<file path="src/rtl/lcd_pkg.sv">
// lcd_pkg: panel command opcodes and controller state encoding shared by
// lcd_fill_ctrl and its tests.
package lcd_pkg;

    localparam logic [7:0] CMD_SLPOUT   = 8'h11;
    localparam logic [7:0] CMD_DISPON   = 8'h29;
    localparam logic [7:0] CMD_COLMOD   = 8'h3A;
    localparam logic [7:0] PARAM_RGB565 = 8'h55;
    localparam logic [7:0] CMD_CASET    = 8'h2A;
    localparam logic [7:0] CMD_RASET    = 8'h2B;
    localparam logic [7:0] CMD_RAMWR    = 8'h2C;

    typedef enum logic [3:0] {
        S_INIT_SLPOUT,
        S_INIT_WAIT,
        S_INIT_DISPON,
        S_INIT_COLMOD,
        S_IDLE,
        S_CASET,
        S_RASET,
        S_RAMWR,
        S_PIXEL
    } lcd_state_e;

    function automatic logic [7:0] coord_byte(input logic [15:0] v, input logic hi);
        return hi ? v[15:8] : v[7:0];
    endfunction

endpackage

</file>
<file path="src/rtl/spi_byte_tx.sv">
// spi_byte_tx: SPI mode-0 byte shifter; owns cs/scl/sda and releases cs only
// after a byte flagged as the last of its command group.
module spi_byte_tx #(
    parameter int CLK_DIV = 2
) (
    input  logic       clk,
    input  logic       reset_n,
    input  logic       tx_valid_i,
    input  logic       tx_last_i,
    input  logic [7:0] tx_data_i,
    output logic       tx_done_o,
    output logic       cs_o,
    output logic       scl_o,
    output logic       sda_o
);

    localparam int DW = CLK_DIV > 1 ? $clog2(CLK_DIV) : 1;

    logic [DW-1:0] div_q;
    logic [3:0]    half_q;
    logic [7:0]    sh_q;
    logic          busy_q;
    logic          last_q;
    logic          done_q;
    logic          cs_q;
    logic          scl_q;
    logic          sda_q;
    logic          half_end;

    assign half_end = div_q == DW'(CLK_DIV - 1);

    // Sixteen half-periods per byte: even halves low, odd halves high; sda
    // advances when an odd half ends, i.e. on the falling edge.
    always_ff @(posedge clk or negedge reset_n) begin
        if (!reset_n) begin
            div_q  <= '0;
            half_q <= '0;
            sh_q   <= '0;
            busy_q <= 1'b0;
            last_q <= 1'b0;
            done_q <= 1'b0;
            cs_q   <= 1'b1;
            scl_q  <= 1'b0;
            sda_q  <= 1'b0;
        end else begin
            done_q <= 1'b0;
            if (!busy_q) begin
                if (tx_valid_i) begin
                    busy_q <= 1'b1;
                    last_q <= tx_last_i;
                    sh_q   <= tx_data_i;
                    sda_q  <= tx_data_i[7];
                    cs_q   <= 1'b0;
                    div_q  <= '0;
                    half_q <= '0;
                end
            end else if (half_end) begin
                div_q  <= '0;
                half_q <= half_q + 4'd1;
                scl_q  <= ~half_q[0];
                if (half_q[0]) begin
                    sh_q  <= {sh_q[6:0], 1'b0};
                    sda_q <= sh_q[6];
                end
                if (half_q == 4'd15) begin
                    busy_q <= 1'b0;
                    done_q <= 1'b1;
                    cs_q   <= last_q;
                end
            end else begin
                div_q <= div_q + 1'b1;
            end
        end
    end

    assign tx_done_o = done_q;
    assign cs_o      = cs_q;
    assign scl_o     = scl_q;
    assign sda_o     = sda_q;

endmodule

</file>
<file path="src/rtl/lcd_fill_ctrl.sv">
// lcd_fill_ctrl: SPI LCD init sequencer and rectangle fill engine.
// Define LCD_STREAM_EN to take pixels from a pix_valid/pix_data stream instead of color.
module lcd_fill_ctrl
    import lcd_pkg::*;
#(
    parameter int H_RES          = 240,
    parameter int V_RES          = 320,
    parameter int CLK_DIV        = 2,
    parameter int SLEEP_WAIT_CYC = 6000000
) (
    input  logic        clk,
    input  logic        reset_n,
    input  logic        fill_valid,
    output logic        fill_ready,
    input  logic [15:0] x0,
    input  logic [15:0] y0,
    input  logic [15:0] x1,
    input  logic [15:0] y1,
    input  logic [15:0] color,
    output logic        init_done,
    output logic        busy,
    output logic        done,
    output logic        err,
    output logic        cs,
    output logic        scl,
    output logic        sda,
    output logic        dc
`ifdef LCD_STREAM_EN
    ,
    input  logic        pix_valid,
    input  logic [15:0] pix_data,
    output logic        pix_ready
`endif
);

    localparam int GW = $clog2(2 * CLK_DIV + 1);

    lcd_state_e  state_q;
    logic [2:0]  idx_q;
    logic        wait_q;
    logic        tx_valid_q;
    logic [7:0]  tx_data_q;
    logic        tx_last_q;
    logic        dc_q;
    logic [GW-1:0] gap_q;
    logic [31:0] cnt_q;
    logic [31:0] pix_left_q;
    logic [15:0] x0_q, y0_q, x1_q, y1_q, col_q;
    logic [7:0]  pix_lo_q;
    logic        fill_ready_q, init_done_q, busy_q, done_q, err_q;
    logic        tx_done;
    logic [7:0]  byte_d;
    logic        dc_d, last_d;
    logic [15:0] pix_src;
    logic        stall, sends, hi_phase, issue, req_ok;
    logic [31:0] count_d;

`ifdef LCD_STREAM_EN
    assign pix_src   = pix_data;
    assign stall     = ~pix_valid;
    assign pix_ready = hi_phase && !wait_q && gap_q == '0;
`else
    assign pix_src   = col_q;
    assign stall     = 1'b0;
`endif

    assign sends    = state_q != S_IDLE && state_q != S_INIT_WAIT;
    assign hi_phase = state_q == S_PIXEL && !idx_q[0];
    assign issue    = sends && !wait_q && gap_q == '0 && !(hi_phase && stall);
    assign req_ok   = x1 >= x0 && y1 >= y0 && 32'(x1) < 32'(H_RES) && 32'(y1) < 32'(V_RES);
    assign count_d  = (32'(x1) - 32'(x0) + 32'd1) * (32'(y1) - 32'(y0) + 32'd1);

    always_comb begin
        byte_d = 8'h00;
        dc_d   = 1'b0;
        last_d = 1'b0;
        case (state_q)
            S_INIT_SLPOUT: begin
                byte_d = CMD_SLPOUT;
                last_d = 1'b1;
            end
            S_INIT_DISPON: begin
                byte_d = CMD_DISPON;
                last_d = 1'b1;
            end
            S_INIT_COLMOD: begin
                byte_d = idx_q[0] ? PARAM_RGB565 : CMD_COLMOD;
                dc_d   = idx_q[0];
                last_d = idx_q[0];
            end
            S_CASET: begin
                byte_d = idx_q == 3'd0 ? CMD_CASET : coord_byte(idx_q >= 3'd3 ? x1_q : x0_q, idx_q[0]);
                dc_d   = idx_q != 3'd0;
                last_d = idx_q == 3'd4;
            end
            S_RASET: begin
                byte_d = idx_q == 3'd0 ? CMD_RASET : coord_byte(idx_q >= 3'd3 ? y1_q : y0_q, idx_q[0]);
                dc_d   = idx_q != 3'd0;
                last_d = idx_q == 3'd4;
            end
            S_RAMWR: byte_d = CMD_RAMWR;
            S_PIXEL: begin
                byte_d = idx_q[0] ? pix_lo_q : pix_src[15:8];
                dc_d   = 1'b1;
                last_d = idx_q[0] && pix_left_q == 32'd1;
            end
            default: ;
        endcase
    end

    // Each byte is issued once, then the sequencer waits for the shifter's done
    // pulse before advancing; cs gaps are timed from the end of a group.
    always_ff @(posedge clk or negedge reset_n) begin
        if (!reset_n) begin
            state_q      <= S_INIT_SLPOUT;
            idx_q        <= '0;
            wait_q       <= 1'b0;
            tx_valid_q   <= 1'b0;
            tx_data_q    <= '0;
            tx_last_q    <= 1'b0;
            dc_q         <= 1'b0;
            gap_q        <= '0;
            cnt_q        <= '0;
            pix_left_q   <= '0;
            x0_q         <= '0;
            y0_q         <= '0;
            x1_q         <= '0;
            y1_q         <= '0;
            col_q        <= '0;
            pix_lo_q     <= '0;
            fill_ready_q <= 1'b0;
            init_done_q  <= 1'b0;
            busy_q       <= 1'b0;
            done_q       <= 1'b0;
            err_q        <= 1'b0;
        end else begin
            done_q     <= 1'b0;
            err_q      <= 1'b0;
            tx_valid_q <= 1'b0;
            if (state_q != S_IDLE) busy_q <= 1'b1;
            if (gap_q != '0) gap_q <= gap_q - 1'b1;
            if (issue) begin
                tx_valid_q <= 1'b1;
                tx_data_q  <= byte_d;
                tx_last_q  <= last_d;
                dc_q       <= dc_d;
                wait_q     <= 1'b1;
                if (hi_phase) pix_lo_q <= pix_src[7:0];
            end
            if (tx_done) begin
                wait_q <= 1'b0;
                idx_q  <= idx_q + 3'd1;
                if (tx_last_q) gap_q <= GW'(2 * CLK_DIV);
                case (state_q)
                    S_INIT_SLPOUT: begin
                        state_q <= S_INIT_WAIT;
                        cnt_q   <= '0;
                    end
                    S_INIT_DISPON: begin
                        state_q <= S_INIT_COLMOD;
                        idx_q   <= '0;
                    end
                    S_INIT_COLMOD: if (idx_q[0]) begin
                        state_q      <= S_IDLE;
                        init_done_q  <= 1'b1;
                        busy_q       <= 1'b0;
                        fill_ready_q <= 1'b1;
                    end
                    S_CASET: if (idx_q == 3'd4) begin
                        state_q <= S_RASET;
                        idx_q   <= '0;
                    end
                    S_RASET: if (idx_q == 3'd4) begin
                        state_q <= S_RAMWR;
                        idx_q   <= '0;
                    end
                    S_RAMWR: begin
                        state_q <= S_PIXEL;
                        idx_q   <= '0;
                    end
                    S_PIXEL: if (idx_q[0]) begin
                        idx_q      <= '0;
                        pix_left_q <= pix_left_q - 32'd1;
                        if (pix_left_q == 32'd1) begin
                            state_q      <= S_IDLE;
                            busy_q       <= 1'b0;
                            done_q       <= 1'b1;
                            fill_ready_q <= 1'b1;
                        end
                    end
                    default: ;
                endcase
            end
            if (state_q == S_INIT_WAIT) begin
                cnt_q <= cnt_q + 32'd1;
                if (cnt_q + 32'd1 >= 32'(SLEEP_WAIT_CYC)) state_q <= S_INIT_DISPON;
            end
            if (fill_ready_q && fill_valid) begin
                x0_q  <= x0;
                y0_q  <= y0;
                x1_q  <= x1;
                y1_q  <= y1;
                col_q <= color;
                if (req_ok) begin
                    state_q      <= S_CASET;
                    idx_q        <= '0;
                    busy_q       <= 1'b1;
                    fill_ready_q <= 1'b0;
                    pix_left_q   <= count_d;
                end else begin
                    err_q <= 1'b1;
                end
            end
        end
    end

    spi_byte_tx #(.CLK_DIV(CLK_DIV)) u_tx (
        .clk        (clk),
        .reset_n    (reset_n),
        .tx_valid_i (tx_valid_q),
        .tx_last_i  (tx_last_q),
        .tx_data_i  (tx_data_q),
        .tx_done_o  (tx_done),
        .cs_o       (cs),
        .scl_o      (scl),
        .sda_o      (sda)
    );

    assign fill_ready = fill_ready_q;
    assign init_done  = init_done_q;
    assign busy       = busy_q;
    assign done       = done_q;
    assign err        = err_q;
    assign dc         = dc_q;

endmodule

</file>
<file path="config.mk">
export PLATFORM = sky130hd
export DESIGN_NAME = lcd_fill_ctrl
export DESIGN_NICKNAME = d
export VERILOG_FILES = /design/src/rtl/lcd_pkg.sv /design/src/rtl/spi_byte_tx.sv /design/src/rtl/lcd_fill_ctrl.sv
export SDC_FILE = /design/constraint.sdc
export NUM_CORES = 1
export LEC_CHECK = 0
export ABC_CLOCK_PERIOD_IN_PS = 7500
export CORE_ASPECT_RATIO = 0.8
export CORE_MARGIN = 2
export CORE_UTILIZATION = 55
export DETAILED_ROUTE_END_ITERATION = 8
export GPL_ROUTABILITY_DRIVEN = 1
export PLACE_DENSITY_LB_ADDON = 0.25
export SLEW_MARGIN = 10
export SYNTH_ARGS = -nofsm -noshare
export SYNTH_HDL_FRONTEND = slang
export SYNTH_HIERARCHICAL = 1
export SYNTH_SLANG_ARGS = --single-unit
</file>
<file path="constraint.sdc">
create_clock -name clk -period 7.5 [get_ports clk]
set_input_delay 0.75 -clock clk [delete_from_list [all_inputs] [get_ports clk]]
set_output_delay 0.75 -clock clk [all_outputs]
set_load 0.05 [all_outputs]
</file>
==> impl_metrics.env <==
export IMPL_status="finished, violations left"
export IMPL_violations="setup timing"
export IMPL_critPathMaxFanout=8
export IMPL_max_stage_delay_ns=0.59
export IMPL_worst_path_most_repeated_cell="fa_1"
export IMPL_antenna_found_initial=1
export IMPL_slew_violations=0
export IMPL_period_needed_ns=8.71
export IMPL_area_growth_pct=29.4
export IMPL_synthFlopType="dfrtp_1"
export IMPL_coreArea_sq_um=42000
export IMPL_worst_pin_slew_ns=1.20
export IMPL_pin_count=92
export IMPL_postSynthCellCount=2606
export IMPL_grt_usage_pct=31.9
export IMPL_highest_layer="met4"
export IMPL_num_vias=20500
export IMPL_fp_dieW_microns=235
export IMPL_yosys_cell_types_count=96
export IMPL_end_kind="register"
export IMPL_cts_buffer_depth=2
export IMPL_wirelength_microns=69400
export IMPL_grt_max_degree=91
export IMPL_clk_pin_slew_worst_paths_ns=0.09
export IMPL_avgSynthCellArea_sq_um=9.00
export IMPL_synth_area_leader_cell="fa_1"
export IMPL_htree_num_levels=4
export IMPL_clock_latency_ns=0.48
export IMPL_skew_ns=0.0158
export IMPL_start_util_pct=55.9
export IMPL_post_route_cells_drive_above_1_share_pct=28.1
export IMPL_grt_pass1_wl_microns=112000
export IMPL_ys_seq_area_share_pct=21.0
export IMPL_synth_top_cell_area_share_pct=25.4
export IMPL_hold_viol=0
export IMPL_cap_viol_max_count=0
export IMPL_cts_tree="built"
export IMPL_path_class="in2reg"
export IMPL_nFillCells=3055
export IMPL_fin_setup_tns_ns=-12.48
export IMPL_row_count=67
export IMPL_overflow=0
export IMPL_numCtsBuffers=17
export IMPL_async_reset_ff_share_pct=100
export IMPL_grt_pass1_vias=21300
export IMPL_route_antenna_remaining_nets=0
export IMPL_drc=0
export IMPL_wl_met1_microns=30400
export IMPL_final_seq_area_sq_um=4930
export IMPL_netlist_area_sq_um=23500
export IMPL_rsz0062_at_grt="yes"
export IMPL_yosys_top_cells_area="fa_1 25%, dfrtp_1 21%, ha_1 7.1%"
export IMPL_postLayoutCoreUtil_pct=72.3
export IMPL_ys_seq_elements=197
export IMPL_firstDrtPassIters=8
export IMPL_min_period_over_period_pct=116
export IMPL_routed_wl_met2_microns=31900
export IMPL_max_clock_freq_mhz=115
export IMPL_cts_root_buf="clkbuf_16"
export IMPL_drtIter0Drc=1858
export IMPL_die_area_sq_um=44300
export IMPL_cts_sink_count=197
export IMPL_slowest_stage="fa_1"
export IMPL_place_hpwl_microns=53900
export IMPL_place_gp_congestion=0.935
export IMPL_arrival_ns=9.03
export IMPL_worst_slack_ns=-1.21
export IMPL_vias_per_cell=5.60
export IMPL_crit_required_ns=7.82
export IMPL_startpoint_type="input pin"
export IMPL_synth_edf_count=0
export IMPL_syn_num_nets=3121
export IMPL_slew_headroom_pct=19.7
export IMPL_hp_class="in2async"
export IMPL_nNetsFinal=3618
export IMPL_yosys_warnings=6
export IMPL_portBuffers=91
export IMPL_wl_per_cell_microns=18.9
export IMPL_wl_met3_microns=5510
export IMPL_setup_viol=18
export IMPL_multi_input_area_sq_um=17800
export IMPL_die_y_microns=189
==> state kept, by name (all words and copies together), names as in the netlist, 3 cells and up <==
register,flops
pix_left_q,32
pix_lo_q,8
gap_q,3
tx_data_q,8
x0_q,16
state_q,4
idx_q,3
u_tx/sh_q,7
col_q,16
u_tx/half_q,4
x1_q,16
y1_q,16
cnt_q,32
y0_q,16
==> worst max-delay path: cells and delay by family <==
family | cells | cell delay [ns]
adders and majority gates | 8 | 3.36
AOI/OAI and AO/OA | 9 | 1.82
and+or+nand+nor | 10 | 1.60
buffers and inverters | 7 | 1.11
xor gates and xnor gates | 2 | 0.30
muxes | 1 | 0.09
==> synth_stat cells (all sizes together) (37+ instances only) <==
| cell type | number |
|---|---|
| nor2 | 196 |
| and2 | 37 |
| mux2 | 74 |
| fa | 298 |
| inv | 442 |
| clkbuf | 79 |
| a21oi | 93 |
| nand3 | 42 |
| xor2 | 51 |
| ha | 134 |
| dfrtp | 196 |
| nand2 | 316 |
| o21ai | 144 |
| nor2b | 37 |
| xnor2 | 83 |
| nor3 | 39 |
==> routing by layer <==
metal / GRT usage, % / vias up
li1: - / 9404
met1: 44.4 / 10200
met2: 51.0 / 811
met3: 6.84 / 132
met4: 8.45 / 0
met5: 0 / -
==> layout make-up <==
type / count / area share, %
Clock inverter: 15 / 0.593
Antenna cell: 1 / 0.00824
Sequential cell: 197 / 16.2
Multi-Input combinational cell: 1870 / 58.6
Timing Repair Buffer: 574 / 15.3
Inverter: 443 / 5.53
Clock buffer: 17 / 1.40
Tap cell: 552 / 2.27
==> per-stage QoR <==
step	hold slack, ns	instance area [sq um]	setup slack (ns)	instances
6_report	0.285	30400	-1.21	3669
2_1_floorplan	0.445	23800	-1.36	2606
5_1_grt	0.341	30400	-1.51	3668
4_1_cts	0.314	29900	-1.04	3646
3_3_place_gp	0.458	28200	-1.99	3571
3_5_place_dp	0.463	28200	-2.22	3571
==> cell families after synthesis <==
| group | after synthesis | share of synthesized area, % |
|---|---|---|
| AND/OR/NAND/NOR | 813 | 16.3 |
| buffers and inverters | 539 | 8.77 |
| adder cells (fa/ha/maj) | 432 | 32.6 |
| AO/OA/AOI/OAI | 395 | 10.7 |
| flip-flops | 197 | 21.0 |
| XOR/XNOR | 136 | 5.29 |
| multiplexers | 94 | 5.37 |
==> path summary, 6_finish.rpt <==
path	start	end	slack [ns]	depth (start not counted)
worst max-delay path	y0[6]	pix_left_q[30]$_DFF_PN0_	-1.21	37
worst min-delay path	reset_n	u_tx/sh_q[6]$_DFFE_PN0P_	0.28	1
worst max register to register	state_q[3]$_DFF_PN0_	pix_left_q[23]$_DFF_PN0_	3.17	11
worst min register to register	y0_q[14]$_DFFE_PN0P_	y0_q[14]$_DFFE_PN0P_	0.48	2
max in group asynchronous	reset_n	pix_left_q[27]$_DFF_PN0_	5.80	2
min in group clk	y0_q[14]$_DFFE_PN0P_	y0_q[14]$_DFFE_PN0P_	0.48	2
==> layout by cell type (no fill, tap or decap), types with 21 or more instances in the layout <==
master           instances
buf_4                  454
a21oi_1                 79
nor2b_1                 29
inv_2                   45
clkdlybuf4s50_1         67
and3_1                  21
a21o_1                  24
nor3_1                  33
ha_1                   104
dlygate4sd2_1           21
buf_6                   23
nand2_1                296
mux2_2                  67
dfrtp_1                196
fa_1                   287
inv_1                  395
nand4_1                 21
nand3_1                 36
and2_1                  34
o21ai_0                128
xor2_1                  44
nor2_1                 177
xnor2_1                 62
nand2b_1                27
ha_4                    26
==> what timing repair did <==
item / CTS / global route
endpoints found under the setup margin: 21 / 20
gates cloned: 2 / 1
resized for setup: 201 / 93
hold buffers: 0 / 0
pin swaps: 113 / 51
buffers inserted: 44 / 22
Power is not shown: default switching activity piles up to over one toggle a cycle in this logic, so the estimate is an artifact.
